File: config.mk
export PLATFORM = sky130hd
export DESIGN_NAME = keypad_scan
export DESIGN_NICKNAME = d
export VERILOG_FILES = /design/src/rtl/keypad_scan.sv
export SDC_FILE = /design/constraint.sdc
export NUM_CORES = 1
export LEC_CHECK = 0
export CORE_MARGIN = 2
export CORE_UTILIZATION = 30
export DETAILED_ROUTE_END_ITERATION = 10
export DONT_BUFFER_PORTS = 1
export GPL_ROUTABILITY_DRIVEN = 1
export PLACE_DENSITY = 0.44
export SKIP_LAST_GASP = 1
export SYNTH_ARGS = -nofsm -noshare
export SYNTH_HDL_FRONTEND = slang
export SYNTH_SLANG_ARGS = --single-unit
export TNS_END_PERCENT = 100
File: constraint.sdc
create_clock -name clk -period 5.6 [get_ports clk]
set_clock_uncertainty 0.1 [all_clocks]
set_input_delay 0.84 -clock clk [delete_from_list [all_inputs] [get_ports clk]]
set_output_delay 0.84 -clock clk [all_outputs]
set_load 0.1 [all_outputs]
File: src/rtl/keypad_scan.sv
// keypad_scan: 4x4 matrix keypad scanner with press/release debounce; optional auto-repeat under KEY_REPEAT_EN.
// Latency: 2-cycle column sync, then DEBOUNCE_TICKS+1 scan ticks from detect to key_valid (registered, 1 cycle after last tick).
// Backpressure: none; key_valid is a one-cycle strobe that must be consumed when it fires, key_code holds until next accept.
module keypad_scan #(
  parameter int SCAN_DIV       = 50000,
  parameter int DEBOUNCE_TICKS = 20,
  parameter int REPEAT_TICKS   = 250
) (
  input  logic       clk,
  input  logic       rst_n,
  input  logic [3:0] key_col,
  output logic [3:0] key_row,
  output logic [3:0] key_code,
  output logic       key_valid,
  output logic       key_down
);

  localparam int DW   = (SCAN_DIV > 1) ? $clog2(SCAN_DIV) : 1;
  localparam int CMAX = (DEBOUNCE_TICKS > REPEAT_TICKS) ? DEBOUNCE_TICKS : REPEAT_TICKS;
  localparam int CW   = $clog2(CMAX + 1);

  localparam logic [DW-1:0] DIV_LAST = DW'(SCAN_DIV - 1);
  localparam logic [CW-1:0] DEB_LAST = CW'(DEBOUNCE_TICKS - 1);

  typedef enum logic [1:0] {SCAN, DEBOUNCE, HOLD, RELEASE} state_t;

  state_t        state, state_nxt;
  logic [DW-1:0] div_cnt;
  logic          tick;
  logic [3:0]    col_meta, col_s;
  logic [1:0]    cand_row, cand_row_nxt;
  logic [1:0]    cand_col, cand_col_nxt;
  logic [CW-1:0] cnt, cnt_nxt;
  logic [3:0]    row_nxt, code_nxt;
  logic          valid_nxt, down_nxt;
  logic          key_hi;
  logic          any_low;
  logic [1:0]    row_idx, low_idx;
  logic [3:0]    row_rot;

`ifdef KEY_REPEAT_EN
  localparam int RW = $clog2(REPEAT_TICKS + 1);
  localparam logic [RW-1:0] REP_LAST = RW'(REPEAT_TICKS - 1);
  logic [RW-1:0] rep_cnt, rep_nxt;
`endif

  // Scan tick generator: free-running divider, tick on the last count.
  always_ff @(posedge clk or negedge rst_n) begin
    if (!rst_n)
      div_cnt <= '0;
    else if (div_cnt == DIV_LAST)
      div_cnt <= '0;
    else
      div_cnt <= div_cnt + 1'b1;
  end

  assign tick = (div_cnt == DIV_LAST);

  // Two-flop synchroniser for the asynchronous, pulled-up column lines.
  always_ff @(posedge clk or negedge rst_n) begin
    if (!rst_n) begin
      col_meta <= 4'b1111;
      col_s    <= 4'b1111;
    end else begin
      col_meta <= key_col;
      col_s    <= col_meta;
    end
  end

  // Decode helpers: candidate column level, active row index, lowest low column, next row.
  always_comb begin
    key_hi  = col_s[cand_col];
    any_low = (col_s != 4'b1111);
    row_rot = {key_row[2:0], key_row[3]};
    case (key_row)
      4'b1101: row_idx = 2'd1;
      4'b1011: row_idx = 2'd2;
      4'b0111: row_idx = 2'd3;
      default: row_idx = 2'd0;
    endcase
    if (!col_s[0])      low_idx = 2'd0;
    else if (!col_s[1]) low_idx = 2'd1;
    else if (!col_s[2]) low_idx = 2'd2;
    else                low_idx = 2'd3;
  end

  // FSM state register.
  always_ff @(posedge clk or negedge rst_n) begin
    if (!rst_n)
      state <= SCAN;
    else
      state <= state_nxt;
  end

  // FSM next-state logic; transitions only happen on scan ticks.
  always_comb begin
    state_nxt = state;
    if (tick) begin
      case (state)
        SCAN:     if (any_low) state_nxt = DEBOUNCE;
        DEBOUNCE: begin
          if (key_hi)               state_nxt = SCAN;
          else if (cnt == DEB_LAST) state_nxt = HOLD;
        end
        HOLD:     if (key_hi) state_nxt = RELEASE;
        RELEASE: begin
          if (!key_hi)              state_nxt = HOLD;
          else if (cnt == DEB_LAST) state_nxt = SCAN;
        end
        default:  state_nxt = SCAN;
      endcase
    end
  end

  // FSM output/datapath logic: next values for row drive, candidate, counters and key outputs.
  always_comb begin
    row_nxt      = key_row;
    cand_row_nxt = cand_row;
    cand_col_nxt = cand_col;
    cnt_nxt      = cnt;
    code_nxt     = key_code;
    valid_nxt    = 1'b0;
    down_nxt     = key_down;
`ifdef KEY_REPEAT_EN
    rep_nxt      = rep_cnt;
`endif
    if (tick) begin
      case (state)
        SCAN: begin
          if (any_low) begin
            cand_row_nxt = row_idx;
            cand_col_nxt = low_idx;
            cnt_nxt      = '0;
          end else begin
            row_nxt = row_rot;
          end
        end
        DEBOUNCE: begin
          if (key_hi) begin
            row_nxt = row_rot;
          end else if (cnt == DEB_LAST) begin
            code_nxt  = {cand_row, cand_col};
            valid_nxt = 1'b1;
            down_nxt  = 1'b1;
`ifdef KEY_REPEAT_EN
            rep_nxt   = '0;
`endif
          end else if (cnt != '1) begin
            cnt_nxt = cnt + 1'b1;
          end
        end
        HOLD: begin
          if (key_hi) begin
            cnt_nxt = '0;
          end
`ifdef KEY_REPEAT_EN
          else if (rep_cnt == REP_LAST) begin
            valid_nxt = 1'b1;
            rep_nxt   = '0;
          end else begin
            rep_nxt = rep_cnt + 1'b1;
          end
`endif
        end
        RELEASE: begin
          if (key_hi) begin
            if (cnt == DEB_LAST) begin
              down_nxt = 1'b0;
              row_nxt  = row_rot;
            end else if (cnt != '1) begin
              cnt_nxt = cnt + 1'b1;
            end
          end
        end
        default: ;
      endcase
    end
  end

  // Datapath and output registers.
  always_ff @(posedge clk or negedge rst_n) begin
    if (!rst_n) begin
      key_row   <= 4'b1110;
      cand_row  <= 2'd0;
      cand_col  <= 2'd0;
      cnt       <= '0;
      key_code  <= 4'h0;
      key_valid <= 1'b0;
      key_down  <= 1'b0;
    end else begin
      key_row   <= row_nxt;
      cand_row  <= cand_row_nxt;
      cand_col  <= cand_col_nxt;
      cnt       <= cnt_nxt;
      key_code  <= code_nxt;
      key_valid <= valid_nxt;
      key_down  <= down_nxt;
    end
  end

`ifdef KEY_REPEAT_EN
  // Auto-repeat counter; survives RELEASE->HOLD bounces, cleared only on fresh acceptance.
  always_ff @(posedge clk or negedge rst_n) begin
    if (!rst_n)
      rep_cnt <= '0;
    else
      rep_cnt <= rep_nxt;
  end
`endif

endmodule

==> out/summary.txt, run 1 <==
status = finished clean
fin crit period = 2.83 ns
GRT Util Overall = 0.110
Synth top area share = 0.415
Tightest Pin Transition = 1.07 ns
count of cell types in the netlist = 43
ranking of synthesized cells by area = dfrtp_1 (42%), dfstp_2 (13%), xor2_1 (3.5%)
Final Hold Violating Endpoints = 0
num rows = 31
drt wl/cell = 13.6 µm
starting DRC count in detailed routing = 63
CP arrival = 2.92 ns
ant diodes = 0
Root Buffer Master = clkbuf_8
worst relative slew slack = 0.279
setup TNS = 0 ns
CP max stage cell = or4b_1
Startpoint Class = flop
clock latency on the worst-skew pair = 0.30 ns
final worst-path cycle share = 0.506
largest net degree at the start of global routing = 49
post-DP HPWL = 2900 µm
Power Density = 254 nW/µm²
CP max FO = 7
# port buffers = 0
DIE AREA = 8140 µm²
Final ANT Viol Nets = 0
cts bufs inserted = 5
sequential element share of the synthesized area = 0.545
crit path capture type = flop
Cells after Synth = 206
upper clock frequency limit = 0.353 GHz
Max Buffers Root-to-Sink = 2
Worst EP required = 5.69 ns
area grow syn2layout = 10.3%
RSZ-0062 raised after global routing = no
drt drc = 0
Hold Path Class = in2async
slowest stage delay, CP = 0.57 ns
layout cells sized above 1 = 0.153
Via Count = 1462
Die Width = 90.2 µm
post-CTS sizing = 0
initial antenna violation count = 0
clock tree from TritonCTS = built
post-synth top area cell = dfrtp_1
Net Count, Synth = 214
Net count, final = 216
VDD IR max = 0.106 mV
commonest non-fill, non-tap cell in the layout = dfrtp_1
Max Cap Viol = 0
Post-Route WL = 4180 µm
Yosys warning total = 0
Final Max Tran Viols = 0
Leak = 0.00108 µW
number of global-route vias before repair = 1489
Avg Inst Size Synth = 10.8 µm²
# clock sinks = 48
Starting Density = 0.309
reg2reg path depth = 6
post-CTS setup buffer count = 0
post-synthesis cell area = 2230 µm²
Post-CTS Hold Fix Bufs = 0
first-pass GRT wire length = 7250 µm
EDFF count, synth = 0
CORE AREA = 7210 µm²
# setup viols final = 0
Post-synth top flop = dfrtp_1
Die Ht = 90.2 µm
I/O pin cnt = 16
crit path cell chain = or4b_1, or4_4, or3_4, or3_4, clkinv_2, mux2_1
vias per cell = 4.75
clock transition at the registers of the reported paths = 0.09 ns
htree depth = 2
CP dominant cell by count = or3_4
GRT overflow = 0
total power = 624 µW
post-synthesis register bit count = 48
Final Wtd Congestion = 0.727
post-synthesis async set-or-reset flop share = 1.00
CP Class = reg2reg
most frequent cells in the layout = dfrtp_1 (37), nand2_1 (16), o21ai_0 (15)
DR pass1 iterations = 4
[per-layer routing]
metal / routed length (µm) / GRT usage / share of wire
met1: 2180 / 0.155 / 0.52
met3: 122 / 0.0277 / 0.029
met4: 36 / 0.0449 / 0.0086
met2: 1840 / 0.162 / 0.44
met5: 0 / 0 / 0
[final cells by class]
| cell class | instances | area [µm²] |
|---|---|---|
| Clock inverter | 1 | 8.76 |
| Multi-Input combinational cell | 142 | 951 |
| Sequential cell | 48 | 1210 |
| Tap cell | 99 | 124 |
| Fill cell | 745 | 4750 |
| Clock buffer | 7 | 119 |
| Inverter | 11 | 42.5 |
[registers in the layout, indices dropped and copies added, names as in the netlist, named ones only]
name / cells
col_meta: 4
state: 1
cnt: 8
div_cnt: 16
key_code: 4
cand_row: 2
key_down: 1
cand_col: 2
key_valid: 1
key_row: 4
col_s: 4
[synthesized netlist by cell type, types with 3 or more instances]
library cell,number
a31oi_1,5
nor4_1,4
nand4_1,10
dfstp_2,11
mux2_2,4
xor2_1,9
nor3_1,5
and3_1,5
a211o_1,3
nand3_1,10
nand2_1,16
nor2_1,11
nand2b_1,3
a21oi_1,5
dfrtp_1,37
o21ai_0,15
xnor2_1,6
and2_1,3
inv_1,10
clkbuf_1,4
[kinds of logic (layout without fill, tap and decap cells)]
logic type | Yosys count | in the layout | share of synthesized area
xor gates and xnor gates | 15 | 15 | 0.0589
muxes | 9 | 9 | 0.0538
AOI/OAI and AO/OA | 37 | 37 | 0.103
and+or+nand+nor | 79 | 79 | 0.199
adders and majority gates | 2 | 2 | 0.0112
buffers and inverters | 16 | 19 | 0.0292
DFF | 48 | 48 | 0.545
[per-stage QoR]
step / std cells / utilization / hold slack (ns) / cell area, µm² / worst slack (ns)
CTS: 308 / 0.341 / 0.108 / 2460 / 2.76
detailed placement: 300 / 0.323 / 0.249 / 2330 / 2.77
floorplan: 206 / - / 0.245 / 2230 / 2.88
global placement: 300 / 0.323 / 0.245 / 2330 / 2.80
global route: 308 / 0.341 / 0.0972 / 2460 / 2.56
finish: 308 / 0.341 / 0.124 / 2460 / 2.77
[critical path, delay by kind of cell (launching register included)]
kind / cells / cell delay [ns]
multiplexers: 1 / 0.31
flip-flops: 1 / 0.45
buffers and inverters: 1 / 0.09
AND/OR/NAND/NOR: 4 / 1.79
[path summary, 6_finish.rpt]
check	slack (ns)	start	end
setup reg to reg	2.77	cnt[5]$_DFFE_PN0P_	key_code[3]$_DFFE_PN0P_
max in group asynchronous	5.09	rst_n	col_s[3]$_DFF_PN1_
hold reg to reg	0.26	col_meta[0]$_DFF_PN1_	col_s[0]$_DFF_PN1_
min in group clk	0.26	col_meta[0]$_DFF_PN1_	col_s[0]$_DFF_PN1_
setup / recovery	2.77	cnt[5]$_DFFE_PN0P_	key_code[3]$_DFFE_PN0P_
hold / removal	0.12	rst_n	key_code[2]$_DFFE_PN0P_
[report_power, final]
group	switching [µW]	leakage [µW]	internal, µW
Clock	123	0.0000651	144
Sequential	1.77	0.000618	352
Combinational	1.63	0.000395	1.33
Total	126	0.00108	497
Note: power is estimated with default switching activity, not from simulation.
==> run 2, diff against run 1 <==
--- a/config.mk
+++ b/config.mk
@@ -10,7 +10,7 @@
 export DETAILED_ROUTE_END_ITERATION = 10
 export DONT_BUFFER_PORTS = 1
 export GPL_ROUTABILITY_DRIVEN = 1
-export PLACE_DENSITY = 0.44
+export PLACE_DENSITY = 0.45
 export SKIP_LAST_GASP = 1
 export SYNTH_ARGS = -nofsm -noshare
 export SYNTH_HDL_FRONTEND = slang
==> constraint.sdc (replaced) <==
create_clock -name clk -period 2.53 [get_ports clk]
set_clock_uncertainty 0.1 [all_clocks]
set_input_delay 0.3795 -clock clk [delete_from_list [all_inputs] [get_ports clk]]
set_output_delay 0.3795 -clock clk [all_outputs]
set_load 0.1 [all_outputs]
==> out/summary.txt, run 2 (synthesis results as in run 1) <==
post-DP HPWL = 3230 µm (+11%)
part of the power in combinational logic = 0.023 (+0.018)
Final ANT Viol Nets = 0 (unchanged)
fillers = 735 (-1.3%)
# port buffers = 0 (unchanged)
drt wl/cell = 13.4 µm (-1.2%)
WHS = 0.260 ns (+0.136 ns)
Startpoint Class = flop
drt drc = 0 (unchanged)
Post-Route WL = 4660 µm (+11%)
clock tree from TritonCTS = built
Worst EP required = 2.62 ns (-3.07 ns)
Final Hold Violating Endpoints = 0 (unchanged)
final worst-path cycle share = 1.05 (+0.548)
DIE AREA = 8140 µm² (unchanged)
number of global-route vias before repair = 1583 (+6.3%)
num rows = 31 (unchanged)
fin crit period = 2.67 ns (-0.167 ns)
max reg flops = 16 (unchanged)
Max Cap Viol = 0 (unchanged)
GRT overflow = 0 (unchanged)
worst relative slew slack = 0.374 (+0.0947)
area grow syn2layout = 25.2%
internal power = 1110 µW (+120%)
non-filler cells, final = 347 (+13%)
# clock sinks = 48 (unchanged)
Die Ht = 90.2 µm (unchanged)
Starting Density = 0.309 (unchanged)
Net count, final = 255 (+18%)
setup TNS = -0.416 ns (-0.416 ns)
I/O pin cnt = 16 (unchanged)
Leak = 0.00129 µW (+19%)
upper clock frequency limit = 0.375 GHz (+6.3%)
DR pass1 iterations = 5 (+1)
first-pass GRT wire length = 7830 µm (+8.1%)
clock latency on the worst-skew pair = 0.30 ns (about the same)
initial antenna violation count = 0 (unchanged)
crit path capture type = flop
largest net degree at the start of global routing = 49 (unchanged)
Top reg by flops = div_cnt
Die Width = 90.2 µm (unchanged)
Hold Path Class = reg2reg
Final Wtd Congestion = 0.811 (+12%)
# setup viols final = 5 (+5)
layout cells sized above 1 = 0.274 (+0.121)
CP Class = reg2reg
sequential share of power = 0.556 (-0.011)
Via Count = 1635 (+12%)
RSZ-0062 raised after global routing = yes
switching power = 298 µW (+140%)
Setup WS post-layout = -0.137 ns (-2.90 ns)
switching share of power = 0.212 (+0.00890)
clock transition at the registers of the reported paths = 0.09 ns (about the same)
CORE AREA = 7210 µm² (unchanged)
CP arrival = 2.76 ns (-0.16 ns)
Final Max Tran Viols = 0 (unchanged)
status = finished, violations left
CP max FO = 3 (-4)
commonest non-fill, non-tap cell in the layout = dfrtp_1
GRT Util Overall = 0.122 (+0.0116)
most frequent cells in the layout = dfrtp_1 (37), buf_4 (33), nand2_1 (16)
Clk pwr share = 0.421 (-0.007)
final core utilization = 0.387 (+0.0463)
cts bufs inserted = 5 (unchanged)
ant diodes = 0 (unchanged)
Tightest Pin Transition = 0.939 ns (-0.127 ns)
Seq. cell area = 1210 µm² (unchanged)
area of the multi-input gates = 956 µm² (+0.53%)
VDD IR max = 0.199 mV (+88%)
largest registers = div_cnt: 16 flops, cnt: 8 flops
vias per cell = 4.71 (-0.74%)
violated checks = negative setup slack
starting DRC count in detailed routing = 50 (-21%)
Root Buffer Master = clkbuf_8
htree depth = 2 (unchanged)
Max Buffers Root-to-Sink = 2 (unchanged)
total power = 1410 µW (+130%)
placed cells = 332 (+11%)
Power Density = 504 nW/µm² (+99%)
[run 2: changes by cell type in the layout (fill, tap and decap cells not counted), sizes merged]
cell	before	now
dlygate4sd3	0	5
buf	0	34
[run 2: worst max-delay path: stages, from the launching register on]
cell and delay (ns):
dfrtp_1 0.38, or4b_4 0.54, or4_4 0.43, or3_4 0.34
or3_4 0.38, clkinv_4 0.07, mux2_1 0.31
[run 2: per-layer routing]
| metal | global-route usage | vias up | wire length (µm) |
|---|---|---|---|
| met3 | 0.0277 | 7 | 196 |
| met5 | 0 | - | 0 |
| li1 | - | 827 | - |
| met1 | 0.166 | 768 | 2330 |
| met2 | 0.187 | 33 | 2060 |
| met4 | 0.0500 | 0 | 74 |
[run 2: per-stage QoR]
step | cell area (µm²) | worst slack, ns
floorplan | 2230 | -0.177
global placement | 2580 | -0.161
detailed placement | 2580 | -0.203
CTS | 2790 | -0.146
global route | 2790 | -0.184
finish | 2790 | -0.137
[run 2: cell type report]
type,instances,area share
tap,99,0.0443
inverter,11,0.0166
multi-input combinational,142,0.342
sequential,48,0.435
timing repair buffer,39,0.116
clock inverter,1,0.00313
clock buffer,7,0.0425
[run 2: final timing paths]
check / startpoint / to / slack [ns] / depth (start not counted)
setup / recovery: cnt[7]$_DFFE_PN0P_ / key_code[2]$_DFFE_PN0P_ / -0.14 / 6
hold / removal: col_meta[2]$_DFF_PN1_ / col_s[2]$_DFF_PN1_ / 0.26 / 0
setup reg to reg: cnt[7]$_DFFE_PN0P_ / key_code[2]$_DFFE_PN0P_ / -0.14 / 6
hold reg to reg: col_meta[2]$_DFF_PN1_ / col_s[2]$_DFF_PN1_ / 0.26 / 0
max in group asynchronous: rst_n / col_s[3]$_DFF_PN1_ / 1.56 / 2
min in group asynchronous: rst_n / cnt[5]$_DFFE_PN0P_ / 0.50 / 2
[run 2: timing repair]
action                     CTS  global route
setup buffers                0             1
gates resized for setup      1             1
setup endpoints to repair    6             6
pin swaps                    1             1
hold buffers                 6             0
hold endpoints to repair    52             0
[run 2: power by group through the flow]
stage	clock network [µW]	registers (µW)	logic [µW]
after floorplan	0	796	5.60
after global placement	0	797	6.80
after detailed placement	0	797	6.75
after CTS	617	783	34.7
after global routing	653	784	37.6
final	592	782	32.8
==> run 3, diff against run 2 <==
--- a/config.mk
+++ b/config.mk
@@ -5,12 +5,13 @@
 export SDC_FILE = /design/constraint.sdc
 export NUM_CORES = 1
 export LEC_CHECK = 0
+export ABC_AREA = 1
 export CORE_MARGIN = 2
-export CORE_UTILIZATION = 30
+export CORE_UTILIZATION = 55
 export DETAILED_ROUTE_END_ITERATION = 10
 export DONT_BUFFER_PORTS = 1
 export GPL_ROUTABILITY_DRIVEN = 1
-export PLACE_DENSITY = 0.45
+export PLACE_DENSITY = 0.73
 export SKIP_LAST_GASP = 1
 export SYNTH_ARGS = -nofsm -noshare
 export SYNTH_HDL_FRONTEND = slang
==> out/summary.txt, run 3 <==
drt wl/cell = 11.6 µm (-14%)
# setup viols final = 0 (-5)
CORE AREA = 4410 µm² (-39%)
GRT Util Overall = 0.201 (+0.0795)
Max Buffers Root-to-Sink = 2 (unchanged)
status = finished clean
switching share of power = 0.209 (-0.00233)
CP arrival = 1.26 ns (-1.50 ns)
post-CTS sizing = 0 (-1)
post-CTS setup buffer count = 0 (unchanged)
CP endpoint = key_code[0]
largest registers = div_cnt: 16 flops, cnt: 8 flops
part of the power in combinational logic = 0.027 (+0.004)
commonest non-fill, non-tap cell in the layout = nand2_1
Post-synth top flop = dfrtp_1
I/O pin cnt = 16 (unchanged)
internal power = 1090 µW (-1.8%)
max reg flops = 16 (unchanged)
clock transition at the registers of the reported paths = 0.10 ns (about the same)
DR pass1 iterations = 4 (-1)
Hold Path Class = reg2reg
synth cell count leaders = nand2_1 (84), inv_1 (39), dfrtp_1 (37)
cts bufs inserted = 5 (unchanged)
R2R setup slack = 0.81 ns (+0.95 ns)
Net count, final = 331 (+30%)
Worst EP required = 2.05 ns (-0.57 ns)
GRT overflow = 0 (unchanged)
ant diodes = 0 (unchanged)
upper clock frequency limit = 0.573 GHz (+53%)
Final Hold Violating Endpoints = 0 (unchanged)
CP Class = reg2out
post-DP HPWL = 3170 µm (-2.1%)
layout cells sized above 1 = 0.182 (-0.0921)
cell count along the critical path = 0 (-6)
Starting Density = 0.576 (+0.267)
Hold Path Cell Cnt = 0 (unchanged)
RSZ-0062 raised after global routing = no
sequential element share of the synthesized area = 0.478 (-0.0670)
Post-Route WL = 4360 µm (-6.3%)
Leak = 0.00128 µW (-0.57%)
largest net degree at the start of global routing = 49 (unchanged)
# port buffers = 0 (unchanged)
post-synth top area cell = dfrtp_1
Die Width = 72.0 µm (-20%)
Die Ht = 72.0 µm (-20%)
post-layout instance area = 2830 µm² (+1.1%)
reg2reg path depth = 9 (+3)
Final Wtd Congestion = 0.861 (+6.1%)
most frequent cells in the layout = nand2_1 (84), inv_1 (39), dfrtp_1 (37)
CP max FO = 2 (-1)
Via Count = 1924 (+18%)
final worst-path cycle share = 0.689 (-0.365)
Cells after Synth = 307 (+49%)
post-synthesis cell area = 2540 µm² (+14%)
Startpoint Class = flop
Yosys warning total = 0 (unchanged)
count of cell types in the netlist = 34 (-21%)
# clock sinks = 48 (unchanged)
dpl cell area = 2630 µm² (+2.1%)
sequential share of power = 0.567 (+0.011)
setup TNS = 0 ns (+0.416 ns)
post-synthesis register bit count = 48 (unchanged)
Post-CTS Hold Fix Bufs = 6 (unchanged)
starting DRC count in detailed routing = 95 (+90%)
Tightest Pin Transition = 0.912 ns (-0.0264 ns)
top-count cell post-synth = nand2_1
clock latency on the worst-skew pair = 0.31 ns (about the same)
FF-to-FF Start = cnt[0]$_DFFE_PN0P_
crit path capture type = output pin
Root Buffer Master = clkbuf_8
Avg Inst Size Synth = 8.29 µm² (-23%)
fin crit period = 1.74 ns (-0.923 ns)
VDD IR max = 0.486 mV (+140%)
vias per cell = 5.12 (+8.6%)
Top reg by flops = div_cnt
Power Density = 488 nW/µm² (-3.2%)
Synth top area share = 0.364 (-0.0510)
DIE AREA = 5180 µm² (-36%)
post-synthesis async set-or-reset flop share = 1.00 (unchanged)
Reg2Reg Capture Point = cnt[6]$_DFFE_PN0P_
Max Cap Viol = 0 (unchanged)
Net Count, Synth = 315 (+47%)
number of global-route vias before repair = 1885 (+19%)
clock tree from TritonCTS = built
Final Max Tran Viols = 0 (unchanged)
worst setup path start = key_code[0]$_DFFE_PN0P_
Final ANT Viol Nets = 0 (unchanged)
worst relative slew slack = 0.392 (+0.0176)
ranking of synthesized cells by area = dfrtp_1 (36%), nand2_1 (12%), dfstp_2 (11%)
switching power = 289 µW (-3.2%)
num rows = 24 (-23%)
EDFF count, synth = 0 (unchanged)
htree depth = 2 (unchanged)
area grow syn2layout = 11.1%
drt drc = 0 (unchanged)
initial antenna violation count = 0 (unchanged)
Clk pwr share = 0.406 (-0.015)
first-pass GRT wire length = 8160 µm (+4.2%)
-- run 3: cell types whose count changed after synthesis, moves of 5 or more --
cell	delta
nand4_1	-6
inv_1	+29
nor2_1	+15
o21ai_0	-11
nor2_2	+8
o21ai_1	+10
and3_1	-5
nand3_2	+5
nand3_1	+13
nand2_2	+5
nand2_1	+68
-- run 3: how the worst min path moves through the flow --
stage	start	endpoint	slack, ns
4_1_cts	col_meta[3]$_DFF_PN1_	col_s[3]$_DFF_PN1_	0.26
2_1_floorplan	rst_n	async pin	-0.02
3_5_place_dp	rst_n	div_cnt[3]$_DFF_PN0_	-0.02
5_1_grt	col_meta[3]$_DFF_PN1_	col_s[3]$_DFF_PN1_	0.26
3_3_place_gp	rst_n	div_cnt[3]$_DFF_PN0_	-0.02
6_report	col_meta[3]$_DFF_PN1_	col_s[3]$_DFF_PN1_	0.25
-- run 3: power by group through the flow --
| stage | Sequential, µW | Clock (µW) | Combinational (µW) |
|---|---|---|---|
| CTS | 782 | 573 | 38.9 |
| global route | 783 | 605 | 43.6 |
| finish | 782 | 559 | 37.2 |
| floorplan | 796 | 0 | 10.5 |
| global placement | 797 | 0 | 11.9 |
| detailed placement | 797 | 0 | 12.2 |
-- run 3: per-layer routing --
| layer | vias up | global-route usage | share of wire | routed length [µm] |
|---|---|---|---|---|
| li1 | 1007 | - | - | - |
| met1 | 890 | 0.253 | 0.48 | 2100 |
| met2 | 22 | 0.343 | 0.48 | 2080 |
| met3 | 5 | 0.0472 | 0.026 | 113 |
| met4 | 0 | 0.0692 | 0.016 | 70 |
| met5 | - | 0 | 0 | 0 |
-- run 3: cells by family after synthesis --
group | after synthesis | share of synthesized area
fa+ha+maj | 2 | 0.00984
buf+inv | 44 | 0.0684
compound gates | 29 | 0.0694
simple gates | 176 | 0.347
xor+xnor | 8 | 0.0275
flops | 48 | 0.478
-- run 3: area by class of cell --
cell class	count	area (µm²)
Fill cell	368	1590
Sequential cell	48	1210
Multi-Input combinational cell	215	1150
Inverter	43	166
Timing Repair Buffer	10	108
Clock buffer	5	68.8
Tap cell	52	65.1
Clock inverter	3	47.5
-- run 3: stage by stage --
stage	setup slack [ns]	utilization	cells	total power [µW]	hold slack (ns)
2_1_floorplan	0.845	-	307	806	-0.0161
3_3_place_gp	0.851	0.596	362	808	-0.0150
3_5_place_dp	0.809	0.596	362	809	-0.0150
4_1_cts	0.773	0.640	376	1390	0.256
5_1_grt	0.605	0.640	376	1430	0.262
6_report	0.786	0.640	376	1380	0.249
